`config.mk`:
```
export PLATFORM = sky130hd
export DESIGN_NAME = traffic_sequencer
export DESIGN_NICKNAME = d
export VERILOG_FILES = /design/src/rtl/traffic_pkg.sv /design/src/rtl/phase_timer.sv /design/src/rtl/traffic_sequencer.sv
export SDC_FILE = /design/constraint.sdc
export NUM_CORES = 1
export LEC_CHECK = 0
export CORE_MARGIN = 2
export CORE_UTILIZATION = 42
export CTS_CLUSTER_DIAMETER = 120
export DETAILED_ROUTE_END_ITERATION = 7
export PLACE_DENSITY = 0.83
export RECOVER_POWER = 50
export REMOVE_ABC_BUFFERS = 1
export SLEW_MARGIN = 20
export SYNTH_ARGS = -nofsm -noshare
export SYNTH_HDL_FRONTEND = slang
export SYNTH_SLANG_ARGS = --single-unit
```
`constraint.sdc`:
```
create_clock -name clk -period 2 [get_ports clk]
set_input_delay 0.6 -clock clk [delete_from_list [all_inputs] [get_ports clk]]
set_output_delay 0.6 -clock clk [all_outputs]
set_load 0.005 [all_outputs]
```
`src/rtl/traffic_pkg.sv`:
```
// rtl/traffic_pkg.sv - shared state codes, lamp encodings and duration helper
package traffic_pkg;

  localparam int STATE_W = 3;

  typedef enum logic [2:0] {
    INIT = 3'b000,
    Y2   = 3'b001,
    G2   = 3'b010,
    Y1   = 3'b011,
    G1   = 3'b100
  } state_t;

  localparam logic [2:0] LAMP_RED    = 3'b100;
  localparam logic [2:0] LAMP_YELLOW = 3'b010;
  localparam logic [2:0] LAMP_GREEN  = 3'b001;

  // A zero-length phase would never expire, so it is stretched to one tick.
  function automatic int eff_dur(input int d);
    return (d < 1) ? 1 : d;
  endfunction

endpackage

```
`src/rtl/phase_timer.sv`:
```
// rtl/phase_timer.sv - tick-driven phase counter with expiry and saturating hold
module phase_timer #(
  parameter int TW = 8
) (
  input  logic          clk,
  input  logic          rst,
  input  logic          clr,
  input  logic          tick,
  input  logic          hold,
  input  logic [TW-1:0] dur,
  output logic [TW-1:0] cnt,
  output logic          done
);

  assign done = tick && (cnt == dur - TW'(1));

  // On a held expiry the count stays at dur-1 so the next tick expires again.
  always_ff @(posedge clk) begin
    if (rst || clr) begin
      cnt <= '0;
    end else if (done) begin
      if (!hold) cnt <= '0;
    end else if (tick) begin
      cnt <= cnt + TW'(1);
    end
  end

endmodule

```
`src/rtl/traffic_sequencer.sv`:
```
// rtl/traffic_sequencer.sv - two-road light sequencer with rest-on-green
module traffic_sequencer
  import traffic_pkg::*;
#(
  parameter int SIZE     = 3,
  parameter int TW       = 8,
  parameter int GREEN_T  = 20,
  parameter int YELLOW_T = 3,
  parameter int START_T  = 2
) (
  input  logic            clk,
  input  logic            rst,
  input  logic            en,
  input  logic            tick,
  input  logic            req1,
  input  logic            req2,
  output logic [SIZE-1:0] Q,
  output logic [TW-1:0]   cnt,
  output logic            phase_end
);

  localparam logic [TW-1:0] D_GREEN  = TW'(eff_dur(GREEN_T));
  localparam logic [TW-1:0] D_YELLOW = TW'(eff_dur(YELLOW_T));
  localparam logic [TW-1:0] D_START  = TW'(eff_dur(START_T));

  logic [TW-1:0] dur;
  logic          hold;
  logic          legal;
  logic          done;
  logic          clr;

  // Greens rest only while the opposing road has no demand.
  always_comb begin
    dur   = TW'(1);
    hold  = 1'b0;
    legal = 1'b1;
    case (Q)
      INIT: dur = D_START;
      G1: begin
        dur  = D_GREEN;
        hold = !req2;
      end
      Y1: dur = D_YELLOW;
      G2: begin
        dur  = D_GREEN;
        hold = !req1;
      end
      Y2: dur = D_YELLOW;
      default: legal = 1'b0;
    endcase
  end

  assign clr = !en || !legal;

  phase_timer #(.TW(TW)) u_timer (
    .clk  (clk),
    .rst  (rst),
    .clr  (clr),
    .tick (tick),
    .hold (hold),
    .dur  (dur),
    .cnt  (cnt),
    .done (done)
  );

  always_ff @(posedge clk) begin
    if (rst || clr) begin
      Q         <= INIT;
      phase_end <= 1'b0;
    end else if (done && !hold) begin
      phase_end <= 1'b1;
      case (Q)
        INIT, Y2: Q <= G1;
        G1:       Q <= Y1;
        Y1:       Q <= G2;
        G2:       Q <= Y2;
        default:  Q <= INIT;
      endcase
    end else begin
      phase_end <= 1'b0;
    end
  end

endmodule

```
==> reports/qor.yml <==
status: "complete, but fails checks"
violations: "setup timing"
regToRegSetupSlack_ns: -0.02
crit_fanout: 6
gp_congestion: 0.8050
crit_family: "simple AND/OR/NAND/NOR gates"
ant_nets: 0
die_h_um: 45.57
root_buffer: "clkbuf_4"
n_antenna_cell: 0
cap_violations: 0
grt_pass1_wl_mm: 3.180
drtPass1Iterations: 4
avgSynthCellArea_um2: 8.538
post-route-period-util_pct: 101.0
ys_warn_count: 0
numCtsBuffers: 3
fin_crit_ns: 2.021
synth_edf_count: 0
drt_iter0_drc: 8
hold_slack_ns: 0.5446
grt_max_degree: 13
clk_latency_ns: 0.28
clock_path_buffers: 2
fp-row-count: 15
setup_viol: 1
dp_cells: 132
p_switching_w: 0.0001193
rsz0062_at_grt: "yes"
critPathKind: "register to register"
clkTransAtPathRegs_ns: 0.08
regArea_um2: 251.5
postSynth.asyncResetShare_pct: 0
cts_tree: "yes"
dp_hpwl_mm: 1.359
power_density_nw_per_um2: 427.6
switching_share_pct: 23.72
max_freq_mhz: 494.9
drc: 0
netlist_area_um2: 725.7
final_util_pct: 70.41
final_cell_count_no_fill: 138
finClkSkew_ns: 0.003611
p_int_w: 0.0003836
max-slew-margin-rel_pct: 78.91
area_growth_pct: 62.07
drive_gt1_share_pct: 38.84
final_cell_mix: "buf_4, clkdlybuf4s50_1, dfxtp_1, nand2_1, nor2_1"
avgViaCountPerCell: 5.870
io_pins: 18
grt_pass1_vias: 743
drt_wl_total_mm: 2.309
vias: 810
start_util_pct: 43.45
cts_hold_buf: 0
startpoint_type: "register"
core_um2: 1670
crit_required_ns: 2.22
cpMaxStageDelayCell: "or4_4"
p_leak_nw: 0.4328
p_clk_share_pct: 39.8
grt_usage_pct: 21.66
ys_ff_latch: 12
setup_slack_ns: -0.02052
combPwrFrac_pct: 12.3
hold_violations: 0
die_w_um: 45.57
die_area_um2: 2076
tightestPinTransition_ns: 0.3140
cts_sinks: 12
grt_overflow: 0
wire_per_inst_um: 16.73
synth_cell_type_count: 36
crit_arrival_ns: 2.24
multi_input_area_um2: 521.8
io_buffer_count: 17
final_common_cell: "buf_4"
final_nets: 129
ys_seq_area_share_pct: 33.10
ir_drop_mv: 0.3818
endpoint_kind: "register"
path_buf_inv: 0
ys.flop_type: "dfxtp_1"
worstPathCellList: "and4bb_1 -> nor4b_4 -> or4_4 -> or4_1 -> a21oi_1"
max_stage_delay_ns: 0.56
holdCritPathClass: "register to register"
fillers: 128
cts_max_level: 1
antenna_found_initial: 0
seqPwrFrac_pct: 47.9
syn_inst: 85
drv_slew: 0
[Yosys cell counts, drive strengths merged (2+ instances only)]
library cell	number	area, µm²
nand3	4	20.02
or3b	2	17.52
inv	2	7.510
nor4	3	18.77
nand3b	2	15.01
nor2	6	22.52
nand2	6	22.52
nand2b	3	18.77
a31oi	3	18.77
nand4	3	18.77
or4	3	22.52
buf	5	40.04
a211oi	2	15.01
xor2	5	51.30
dfxtp	12	240.2
clkbuf	2	7.510
a21oi	5	25.02
and4bb	2	25.02
[registers in the layout (all words and copies together), names as in the netlist]
name / count
u_timer.cnt: 8
Q: 3
phase_end: 1
[logic make-up after synthesis]
group           count (synthesis)  synth area share (%)
simple gates                   42                 35.35
compound gates                 14                 12.41
flops                          12                 33.10
buf+inv                         9                 7.587
xor+xnor                        6                 8.276
mux                             1                 1.552
fa+ha+maj                       1                 1.724
[what timing repair did]
action,4_1_cts,5_1_grt
gates cloned,0,0
pin swaps,5,4
endpoints found under the setup margin,6,8
setup buffers,1,1
gates resized for setup,5,18
[power groups by stage]
stage | registers [W] | clock network (W) | logic, W
final | 0.000241 | 0.000200 | 0.0000620
after global routing | 0.000241 | 0.000211 | 0.0000667
after CTS | 0.000243 | 0.000199 | 0.0000559
after detailed placement | 0.000249 | 0 | 0.0000533
after global placement | 0.000248 | 0 | 0.0000518
after floorplan | 0.000251 | 0 | 0.0000172
[metal layers]
layer | GRT usage, % | vias to the layer above | share of wire, %
met1 | 23.08 | 387 | 37
met3 | 8.730 | 10 | 5.5
met5 | 0 | - | 0
met2 | 36.34 | 35 | 55
met4 | 11.18 | 0 | 2.5
li1 | - | 378 | -
[per-stage QoR]
stage | setup TNS (ns) | area [µm²] | power (W) | setup slack (ns)
after detailed placement | -2.385 | 1020 | 0.0003018 | -0.4815
after floorplan | -0.1616 | 678.2 | 0.0002677 | -0.08911
after CTS | 0 | 1079 | 0.0004982 | 0.004021
final | -0.02052 | 1176 | 0.0005030 | -0.02052
after global placement | -2.084 | 1020 | 0.0003003 | -0.4274
after global routing | -0.2744 | 1176 | 0.0005187 | -0.09109
[final timing paths]
kind / start / to / cells past startpoint
max: Q[0]$_SDFFE_PP0P_ / Q[0]$_SDFFE_PP0P_ / 5
min: u_timer.cnt[7]$_SDFFE_PP0P_ / u_timer.cnt[7]$_SDFFE_PP0P_ / 2
max reg2reg: Q[0]$_SDFFE_PP0P_ / Q[0]$_SDFFE_PP0P_ / 5
min reg2reg: u_timer.cnt[7]$_SDFFE_PP0P_ / u_timer.cnt[7]$_SDFFE_PP0P_ / 2
[tightest hold or removal path: stages, from the launching register on]
cell	delay, ns
dfxtp_1	0.37
xor2_1	0.07
nor2_1	0.07
[layout make-up]
| type | count | area share, % |
|---|---|---|
| inverter | 2 | 0.6383 |
| clock buffer | 4 | 3.085 |
| tap | 17 | 1.809 |
| multi-input combinational | 64 | 44.36 |
| sequential | 12 | 21.38 |
| timing repair buffer | 39 | 28.72 |
Note: power is estimated with default switching activity, not from simulation.
